--- src/rtl/sca_seq_pkg.sv ---
// Shared opcodes, FSM state encodings and status byte layout for the SAKURA-G command sequencer.
package sca_seq_pkg;

  localparam logic [7:0] OP_LDKEY  = 8'h01;
  localparam logic [7:0] OP_LDTXT  = 8'h02;
  localparam logic [7:0] OP_GO     = 8'h10;
  localparam logic [7:0] OP_RDRES  = 8'h20;
  localparam logic [7:0] OP_RDSTAT = 8'h30;
  localparam logic [7:0] OP_CLRERR = 8'h3F;

  typedef logic [2:0] state_t;

  localparam state_t IDLE = 3'd0;
  localparam state_t LOAD = 3'd1;
  localparam state_t ARM  = 3'd2;
  localparam state_t RUN  = 3'd3;
  localparam state_t READ = 3'd4;

  localparam int ST_ERR  = 7;
  localparam int ST_SEEN = 6;
  localparam int ST_BUSY = 5;

  function automatic logic [7:0] status_byte(input logic err, input logic seen, input logic busy);
    logic [7:0] v;
    v          = '0;
    v[ST_ERR]  = err;
    v[ST_SEEN] = seen;
    v[ST_BUSY] = busy;
    return v;
  endfunction

endpackage

--- src/rtl/sca_byte_shifter.sv ---
// Operand register that loads in parallel or shifts one byte in at the LSB end, MSB byte first.
module sca_byte_shifter
  import sca_seq_pkg::*;
#(
  parameter int DATA_W = 256
) (
  input  logic              clk,
  input  logic              rst_n,
  input  logic              load,
  input  logic              shift,
  input  logic [7:0]        din,
  input  logic [DATA_W-1:0] pin,
  output logic [DATA_W-1:0] pout
);

  // Parallel load wins over shift; DATA_W must be at least 16.
  always_ff @(posedge clk or negedge rst_n) begin
    if (!rst_n) begin
      pout <= '0;
    end else if (load) begin
      pout <= pin;
    end else if (shift) begin
      pout <= {pout[DATA_W-9:0], din};
    end
  end

endmodule

--- src/rtl/sca_cmd_sequencer.sv ---
// Host byte-command sequencer: operand loading, core start/trigger, busy supervision with timeout, readback.
module sca_cmd_sequencer
  import sca_seq_pkg::*;
#(
  parameter int DATA_W   = 256,
  parameter int TMO_CYC  = 1048576,
  parameter int TRIG_LEN = 16
) (
  input  logic              clk,
  input  logic              rst_n,
  input  logic              hwe,
  input  logic [7:0]        hdin,
  output logic              wrdy_n,
  input  logic              hre,
  output logic [7:0]        hdout,
  output logic              rrdy_n,
  output logic [DATA_W-1:0] key,
  output logic [DATA_W-1:0] text,
  output logic              start,
  input  logic              busy,
  input  logic [DATA_W-1:0] result,
  output logic              trig,
  output logic              err
);

  localparam int NB   = DATA_W / 8;
  localparam int BCW  = $clog2(NB + 1);
  localparam int TMOW = (TMO_CYC > 1) ? $clog2(TMO_CYC) : 1;
  localparam int TRW  = $clog2(TRIG_LEN + 1);

  state_t              state;
  logic                tgt_text;
  logic [BCW-1:0]      bcnt;
  logic [BCW-1:0]      rlen;
  logic [TMOW-1:0]     tmo;
  logic [TRW-1:0]      trig_cnt;
  logic                seen;
  logic                busy_q;
  logic                err_q;
  logic [DATA_W-1:0]   res_q;
  logic [DATA_W-1:0]   rd_word;
  logic [DATA_W-1:0]   rd_pin;
  logic                wr_ok;
  logic                rd_ok;
  logic                rd_load;

  assign wr_ok   = hwe && (state == IDLE || state == LOAD);
  assign rd_ok   = hre && (state == READ);
  assign rd_load = wr_ok && (state == IDLE) && (hdin == OP_RDRES || hdin == OP_RDSTAT);
  assign rd_pin  = (hdin == OP_RDSTAT) ? {status_byte(err_q, seen, busy), {(DATA_W-8){1'b0}}} : res_q;

  sca_byte_shifter #(.DATA_W(DATA_W)) u_key (
    .clk(clk), .rst_n(rst_n), .load(1'b0),
    .shift(wr_ok && state == LOAD && !tgt_text),
    .din(hdin), .pin('0), .pout(key)
  );

  sca_byte_shifter #(.DATA_W(DATA_W)) u_text (
    .clk(clk), .rst_n(rst_n), .load(1'b0),
    .shift(wr_ok && state == LOAD && tgt_text),
    .din(hdin), .pin('0), .pout(text)
  );

  // Readout word is shifted with zeros so it empties itself after the last byte.
  sca_byte_shifter #(.DATA_W(DATA_W)) u_rd (
    .clk(clk), .rst_n(rst_n), .load(rd_load), .shift(rd_ok),
    .din(8'h00), .pin(rd_pin), .pout(rd_word)
  );

  always_ff @(posedge clk or negedge rst_n) begin
    if (!rst_n) begin
      state    <= IDLE;
      tgt_text <= 1'b0;
      bcnt     <= '0;
      rlen     <= '0;
      tmo      <= '0;
      trig_cnt <= '0;
      seen     <= 1'b0;
      busy_q   <= 1'b0;
      err_q    <= 1'b0;
      res_q    <= '0;
    end else begin
      busy_q <= busy;
      if (trig_cnt != '0) trig_cnt <= trig_cnt - 1'b1;
      case (state)
        IDLE: begin
          if (hwe) begin
            case (hdin)
              OP_LDKEY:  begin state <= LOAD; tgt_text <= 1'b0; bcnt <= '0; end
              OP_LDTXT:  begin state <= LOAD; tgt_text <= 1'b1; bcnt <= '0; end
              OP_GO:     begin state <= ARM; trig_cnt <= TRW'(TRIG_LEN); end
              OP_RDRES:  begin state <= READ; bcnt <= '0; rlen <= BCW'(NB); end
              OP_RDSTAT: begin state <= READ; bcnt <= '0; rlen <= BCW'(1); end
              OP_CLRERR: err_q <= 1'b0;
              default:   err_q <= 1'b1;
            endcase
          end
        end
        LOAD: begin
          if (hwe) begin
            bcnt <= bcnt + 1'b1;
            if (bcnt == BCW'(NB - 1)) state <= IDLE;
          end
        end
        ARM: begin
          tmo   <= '0;
          seen  <= busy;
          state <= RUN;
        end
        // A completed busy pulse takes priority over a timeout in the same cycle.
        RUN: begin
          tmo <= tmo + 1'b1;
          if (busy) seen <= 1'b1;
          if (seen && busy_q && !busy) begin
            res_q <= result;
            state <= IDLE;
          end else if (tmo == TMOW'(TMO_CYC - 1)) begin
            err_q <= 1'b1;
            state <= IDLE;
          end
        end
        READ: begin
          if (hre) begin
            bcnt <= bcnt + 1'b1;
            if (bcnt == rlen - 1'b1) state <= IDLE;
          end
        end
        default: state <= IDLE;
      endcase
    end
  end

  assign wrdy_n = !(state == IDLE || state == LOAD);
  assign rrdy_n = (state != READ);
  assign hdout  = rd_word[DATA_W-1 -: 8];
  assign start  = (state == ARM);
  assign trig   = (trig_cnt != '0);
  assign err    = err_q;

endmodule

--- config.mk ---
export PLATFORM = sky130hd
export DESIGN_NAME = sca_cmd_sequencer
export DESIGN_NICKNAME = d
export VERILOG_FILES = /design/src/rtl/sca_seq_pkg.sv /design/src/rtl/sca_byte_shifter.sv /design/src/rtl/sca_cmd_sequencer.sv
export SDC_FILE = /design/constraint.sdc
export NUM_CORES = 1
export LEC_CHECK = 0
export BUFFER_PORTS_ARGS = -buffer_cell sky130_fd_sc_hd__buf_2
export CORE_AREA = 2 2 312 314
export CTS_CLUSTER_DIAMETER = 150
export DETAILED_ROUTE_END_ITERATION = 8
export DIE_AREA = 0 0 314 316
export PLACE_DENSITY = 0.74
export SLEW_MARGIN = 20
export SYNTH_ARGS = -nofsm -noshare
export SYNTH_HDL_FRONTEND = slang
export SYNTH_SLANG_ARGS = --single-unit
--- constraint.sdc ---
create_clock -name clk -period 2.85 [get_ports clk]
set_clock_uncertainty 0.05 [all_clocks]
set_input_delay 0.855 -clock clk [delete_from_list [all_inputs] [get_ports clk]]
set_output_delay 0.855 -clock clk [all_outputs]
set_load 0.005 [all_outputs]
==> impl_metrics.yaml, run 1 <==
worst_setup_path:
  crit_path_max_incr_delay_ns: 0.38
  reg2reg_slack_ns: 0.44
  path_cells: "inv_1 > ha_1 > nand2b_1 > or3_4 > buf_2"
  critical_path.endpoint_type: "primary output"
  critPathMaxFanout: 2
  crit_slowest_cell: "dfrtp_1"
  cp.arrival_ns: 1.87
  start_kind: "register"
  crit_required_ns: 1.95
  critPathKind: "register to primary output"
cts:
  clk_root_buffer_cell: "clkbuf_16"
  cts_inserted_buffers: 110
  clk_path_buf_depth: 3
  clkSinkCount: 1064
  cts_tree: "yes"
  ctsHtreeMaxLevel: 3
  clk_pin_slew_ns: 0.06
  clk_latency_ns: 0.70
power:
  p_total_uw: 37400
  p_switching_uw: 9909
  p_int_uw: 27490
  irDropWorstVdd_mv: 0.5357
  pwr-share-comb_pct: 13.3
  power.density_nw_per_um2: 714.7
  p_seq_share_pct: 48.3
  cellLeakagePower_uw: 0.02749
  switching_share_pct: 26.49
  power.clock.fraction_pct: 38.4
yosys:
  synth_edf_count: 0
  async_reset_ff_share_pct: 100.0
  syn_inst: 3304
  syn_area_sq_um: 42480
  synthDistinctLibCells: 56
  ys_seq_area_share_pct: 62.68
  avgSynthCellArea_sq_um: 12.86
  synth_ff_type: "dfrtp_1"
  ys_seq_elements: 1064
  yosys_warnings: 0
  syn_nets: 3576
detailed_routing:
  drc: 0
  wl_per_cell_um: 21.62
  top_layer_used: "met5"
  ant_nets: 0
  initialDrtViolationCount: 2282
  dr_wl_met2_mm: 56.61
  firstDrtPassIters: 5
  wl_met1_mm: 48.80
  num_vias: 29621
  viasPerCell: 5.407
  wl_mm: 118.5
  wl_met3_mm: 8.227
cells_and_area:
  fillers: 7961
  areaGrowthSynthToFinish_pct: 23.20
  drive_above_1_share_pct: 44.92
  finalCoreUtilization_pct: 54.52
  multiInputGateArea_sq_um: 14740
  regArea_sq_um: 26630
  final_nets: 4364
die:
  io_pins: 794
  dieArea_sq_um: 99220
  start_util_pct: 44.25
  dieWidth_um: 314
  coreArea_sq_um: 95990
  num_rows: 114
  chipHeight_um: 316
global_route:
  grt_pass1_vias: 29219
  gr-total-overflow: 0
  grt_antenna_before_repair: 40
  grt_max_degree: 96
  grt_first_pass_wirelength_mm: 177.3
  grt_use_total_pct: 23.19
placement:
  dpl.hpwl_mm: 84.12
  gp_congestion: 0.8809
  port-buffer-count: 793
sta:
  maxSlewHeadroom_pct: 63.69
  max_clock_freq_ghz: 0.3608
  tightest_slew_ns: 0.5447
  final-setup-viol-count: 0
  slew_violations: 0
  fin_crit_sh_pct: 97.24
  period_needed_ns: 2.771
  hold_viol: 0
run_status:
  outcome: "complete, no violations"
min_path:
  hp-class: "input pin to register"
run:
  maxCapViolCount: 0
==> worst max-delay path, delay by kind of cell, from the launching register on <==
family,cells,cell delay (ns)
AND/OR/NAND/NOR,2,0.42
flip-flops,1,0.38
buffers and inverters,2,0.21
adder cells (fa/ha/maj),1,0.16
==> metal layers <==
| metal | up-vias | global-route usage (%) |
|---|---|---|
| met4 | 22 | 9.461 |
| met1 | 15011 | 30.87 |
| met2 | 1014 | 36.46 |
| met5 | - | 0 |
| met3 | 278 | 5.805 |
| li1 | 13296 | - |
==> synthesized netlist by cell type, types with 2 or more instances <==
library cell / count / area share (%)
nand2b_1: 6 / 0.088
nand4_1: 9 / 0.13
a31o_2: 2 / 0.041
or3_1: 2 / 0.029
nand2_1: 537 / 4.7
nor2b_1: 2 / 0.029
xnor2_1: 4 / 0.082
mux2i_1: 12 / 0.28
o31ai_1: 3 / 0.053
and4b_1: 2 / 0.047
ha_1: 3 / 0.088
nor2_1: 19 / 0.17
nor4_1: 2 / 0.029
a31oi_1: 248 / 3.7
buf_4: 8 / 0.14
nand3b_1: 9 / 0.16
xor2_1: 2 / 0.041
buf_1: 2 / 0.018
a21oi_1: 250 / 2.9
nor3b_1: 3 / 0.053
inv_1: 10 / 0.088
o21ai_0: 22 / 0.26
a211oi_1: 2 / 0.035
mux2_2: 768 / 20
o22ai_1: 3 / 0.044
nand3_1: 32 / 0.38
o211ai_1: 2 / 0.035
buf_2: 114 / 1.3
buf_6: 6 / 0.16
nor3_1: 9 / 0.11
and3_1: 5 / 0.074
and4_1: 6 / 0.12
dfrtp_1: 1064 / 63
and2_1: 2 / 0.029
clkbuf_1: 113 / 1.0
==> power by group through the flow <==
| stage | Combinational (uW) | Sequential, uW | Clock, uW |
|---|---|---|---|
| floorplan | 2610 | 17900 | 0 |
| global placement | 4770 | 18200 | 0 |
| detailed placement | 4930 | 18300 | 0 |
| CTS | 5010 | 18000 | 14600 |
| global route | 5410 | 18300 | 15300 |
| finish | 4980 | 18100 | 14300 |
==> what timing repair did <==
item | in CTS | in global routing
endpoints found under the setup margin | 3 | 2
hold endpoints to repair | 27 | 0
setup buffers | 4 | 1
hold buffers | 1 | 0
pin swaps | 1 | 1
resized for setup | 5 | 1
==> metrics by stage <==
stage / area [sq um] / setup TNS (ns) / hold slack, ns / std cells / setup slack (ns)
3_3_place_gp: 48610 / 0 / 0.4119 / 5250 / 0.1110
3_5_place_dp: 48610 / 0 / 0.4288 / 5250 / 0.04454
4_1_cts: 52270 / 0 / 0.2200 / 5456 / 0.01850
2_1_floorplan: 42480 / 0 / 0.3948 / 3304 / 0.3996
6_report: 52340 / 0 / 0.2642 / 5478 / 0.07873
5_1_grt: 52330 / -0.001150 / 0.2383 / 5475 / -0.001150
==> kinds of logic after synthesis <==
kind of cell / synth area share (%)
flops: 62.68
mux: 20.64
simple gates: 6.421
compound gates: 7.296
buf+inv: 2.748
xor+xnor: 0.1237
fa+ha+maj: 0.08837
==> layout make-up <==
| class | instances | share of cell area, % |
|---|---|---|
| multi-input cells | 1987 | 28.16 |
| well taps | 1276 | 3.051 |
| repair buffers | 919 | 10.83 |
| flip-flops and latches | 1064 | 50.88 |
| diodes | 21 | 0.1004 |
| inverters | 10 | 0.08607 |
| clock buffers | 157 | 6.020 |
| clock inverters | 44 | 0.8822 |
==> layout by cell type (no fill, tap or decap), types with 4 or more instances in the layout <==
cell,synthesis,layout
a21oi_1,250,250
a31oi_1,248,248
and3_1,5,4
and4_1,6,6
buf_12,0,59
buf_2,114,792
buf_4,8,66
bufinv_16,0,6
clkbuf_1,113,26
clkbuf_16,0,111
clkbuf_8,0,20
clkinv_2,0,23
clkinvlp_4,0,6
dfrtp_1,1064,1062
diode_2,0,21
inv_1,10,9
mux2_2,768,768
mux2i_1,12,12
nand2_1,537,537
nand2b_1,6,6
nand3_1,32,31
nand3b_1,9,9
nand4_1,9,9
nor2_1,19,18
nor3_1,9,8
o21ai_0,22,22
xnor2_1,4,4
==> state kept, by name (all words and copies together) (netlist names) <==
register,cells
tmo,20
state,3
u_key.pout,256
bcnt,6
trig_cnt,5
rlen,2
err,1
seen,1
u_rd.pout,256
tgt_text,1
res_q,256
u_text.pout,256
busy_q,1
==> final timing paths <==
check                                      startpoint                           to  cells after the start
min in group asynchronous                       rst_n        res_q[83]$_DFFE_PN0P_                      2
worst min register to register    tmo[17]$_DFFE_PN0P_          tmo[17]$_DFFE_PN0P_                      1
worst max-delay path            trig_cnt[0]$_DFF_PN0_                         trig                      5
worst max register to register   state[1]$_DFFE_PN0P_  u_key.pout[225]$_DFFE_PN0P_                      6
worst min-delay path                             busy             busy_q$_DFF_PN0_                      1
max in group asynchronous                       rst_n  u_key.pout[232]$_DFFE_PN0P_                      4
(Power assumes the default switching activity.)
==> inputs of run 2 (changes only) <==
--- a/config.mk
+++ b/config.mk
@@ -6,12 +6,13 @@
 export NUM_CORES = 1
 export LEC_CHECK = 0
 export BUFFER_PORTS_ARGS = -buffer_cell sky130_fd_sc_hd__buf_2
-export CORE_AREA = 2 2 312 314
+export CORE_AREA = 2 2 305 307
 export CTS_CLUSTER_DIAMETER = 150
 export DETAILED_ROUTE_END_ITERATION = 8
-export DIE_AREA = 0 0 314 316
-export PLACE_DENSITY = 0.74
+export DIE_AREA = 0 0 307 309
+export PLACE_DENSITY = 0.84
 export SLEW_MARGIN = 20
 export SYNTH_ARGS = -nofsm -noshare
 export SYNTH_HDL_FRONTEND = slang
+export SYNTH_HIERARCHICAL = 1
 export SYNTH_SLANG_ARGS = --single-unit
==> impl_metrics.yaml, run 2 <==
die:
  num_rows: 111
  start_util_pct: 53.81
  dieWidth_um: 307
  dieArea_sq_um: 94860
  chipHeight_um: 309
  coreArea_sq_um: 91390
  io_pins: 794
sta:
  maxSlewHeadroom_pct: -14.23
  slew_violations: 192
  hold_viol: 0
  tightest_slew_ns: 1.713
  final-setup-viol-count: 0
  period_needed_ns: 2.765
  max_clock_freq_ghz: 0.3617
  fin_crit_sh_pct: 97.02
yosys:
  synth_ff_type: "dfrtp_1"
  ys_seq_elements: 1064
  avgSynthCellArea_sq_um: 11.17
  synthDistinctLibCells: 62
  synth_area_leaders: "dfrtp_1 54%, mux2i_1 16%, o21ai_1 7.4%, nand2_1 6.1%, mux2_1 5.6%"
  synth_edf_count: 0
  yosys_warnings: 6
  async_reset_ff_share_pct: 100.0
  yosys.area.top_type: "dfrtp_1"
  synth_top_area_share_pct: 54.14
  synth_common_cells: "1064 x dfrtp_1, 802 x nand2_1, 781 x mux2i_1"
  syn_inst: 4403
  syn_area_sq_um: 49180
  yosysMostFrequentCell: "dfrtp_1"
  ys_seq_area_share_pct: 54.14
cts:
  ctsHtreeMaxLevel: 3
  clk_path_buf_depth: 3
  clk_latency_ns: 0.69
  clk_root_buffer_cell: "clkbuf_16"
  clkSinkCount: 1064
  cts_tree: "yes"
  clk_pin_slew_ns: 0.06
  hold_buffers: 0
  cts_inserted_buffers: 109
worst_setup_path:
  crit_required_ns: 1.95
  start_kind: "register"
  critPathKind: "register to primary output"
  cp.arrival_ns: 1.86
  critPathMaxFanout: 4
  critical_path.endpoint_type: "primary output"
power:
  power.clock.fraction_pct: 38.6
  p_seq_share_pct: 46.6
  power.density_nw_per_um2: 622.7
  p_int_uw: 27030
  pwr-share-comb_pct: 14.8
  switching_share_pct: 27.35
  cellLeakagePower_uw: 0.02743
  irDropWorstVdd_mv: 0.6138
  p_total_uw: 37200
  p_switching_uw: 10170
min_path:
  hp-class: "input pin to asynchronous set/reset pin"
detailed_routing:
  firstDrtPassIters: 5
  initialDrtViolationCount: 2975
  viasPerCell: 5.259
  drc: 0
  wl_per_cell_um: 19.38
  num_vias: 36352
  wl_mm: 134.0
  ant_nets: 0
run_status:
  violations: "max-slew violations"
  outcome: "complete, but fails checks"
cells_and_area:
  final_nets: 5901
  final_cell_count_no_fill: 6912
  layout_common_cells: "1063 x dfrtp_1, 801 x nand2_1, 790 x buf_2"
  final_common_cell: "dfrtp_1"
  areaGrowthSynthToFinish_pct: 21.49
  drive_above_1_share_pct: 19.81
global_route:
  grt_first_pass_wirelength_mm: 205.4
  grt_use_total_pct: 27.63
  grt_antenna_before_repair: 14
  gr-total-overflow: 0
  grt_max_degree: 513
  grt_pass1_vias: 35907
placement:
  dpl.hpwl_mm: 95.87
  gp_congestion: 0.8783
  dp_cells: 6702
  port-buffer-count: 793
run:
  maxCapViolCount: 0
[run 2: power groups by stage]
stage | combinational [uW] | sequential (uW) | clock (uW)
after CTS | 5380 | 17300 | 14600
final | 5500 | 17300 | 14400
after detailed placement | 5350 | 17600 | 0
after global routing | 5970 | 17500 | 15200
after floorplan | 3100 | 17300 | 0
after global placement | 5200 | 17500 | 0
[run 2: metal layers]
layer	up-vias	part of all wire, %	GRT usage [%]
met3	365	5.8	5.330
met4	12	6.0	15.39
met2	1236	48	44.73
met1	17655	41	35.12
li1	17084	-	-
met5	-	0.059	0
[run 2: cells by family after synthesis]
logic type | count (synthesis) | synth area share, %
mux | 1044 | 21.92
flops | 1064 | 54.14
other cells | 1 | 0.007625
fa+ha+maj | 3 | 0.07634
simple gates | 1139 | 10.40
compound gates | 815 | 8.559
xor+xnor | 4 | 0.07123
buf+inv | 333 | 4.824
[run 2: final cells by class]
cell class,instances,area (sq um)
clock inverter,28,320.3
antenna,8,20.02
fill,6718,31640
multi-input combinational,3527,22180
tap,1186,1484
sequential,1064,26630
timing repair buffer,917,5753
inverter,10,47.55
clock buffer,172,3316
[run 2: metrics by stage]
stage / cell area, sq um / setup slack [ns] / hold WS [ns] / util (%) / TNS (ns)
detailed placement: 56050 / 0.2656 / 0.4164 / 61.34 / 0
floorplan: 51130 / 0.4506 / 0.3875 / - / 0
CTS: 59710 / 0.03353 / 0.06010 / 65.34 / 0
global placement: 56050 / 0.2754 / 0.4057 / 61.34 / 0
finish: 59740 / 0.08502 / 0.08360 / 65.38 / 0
global route: 59740 / -0.001782 / 0.05988 / 65.37 / -0.001782
[run 2: worst paths after layout]
kind / start / endpoint / slack [ns] / cells after the start
setup / recovery: trig_cnt[0]$_DFF_PN0_ / trig / 0.09 / 5
hold / removal: rst_n / u_key/pout[95]$_DFFE_PN0P_ / 0.08 / 1
setup reg to reg: state[1]$_DFFE_PN0P_ / u_key/pout[212]$_DFFE_PN0P_ / 0.49 / 8
hold reg to reg: res_q[237]$_DFFE_PN0P_ / res_q[237]$_DFFE_PN0P_ / 0.42 / 1
max in group asynchronous: rst_n / res_q[249]$_DFFE_PN0P_ / 1.73 / 3
min in group clk: result[111] / res_q[111]$_DFFE_PN0P_ / 0.33 / 2
[run 2: timing repair]
item	CTS	global route
buffers inserted	1	1
gates resized for setup	6	2
hold endpoints to repair	0	0
endpoints found under the setup margin	3	2
[run 2: critical path: stages (launching register included)]
cell     delay (ns)
dfrtp_1        0.40
inv_1          0.07
ha_2           0.19
nand2_1        0.09
or2_4          0.26
buf_4          0.16
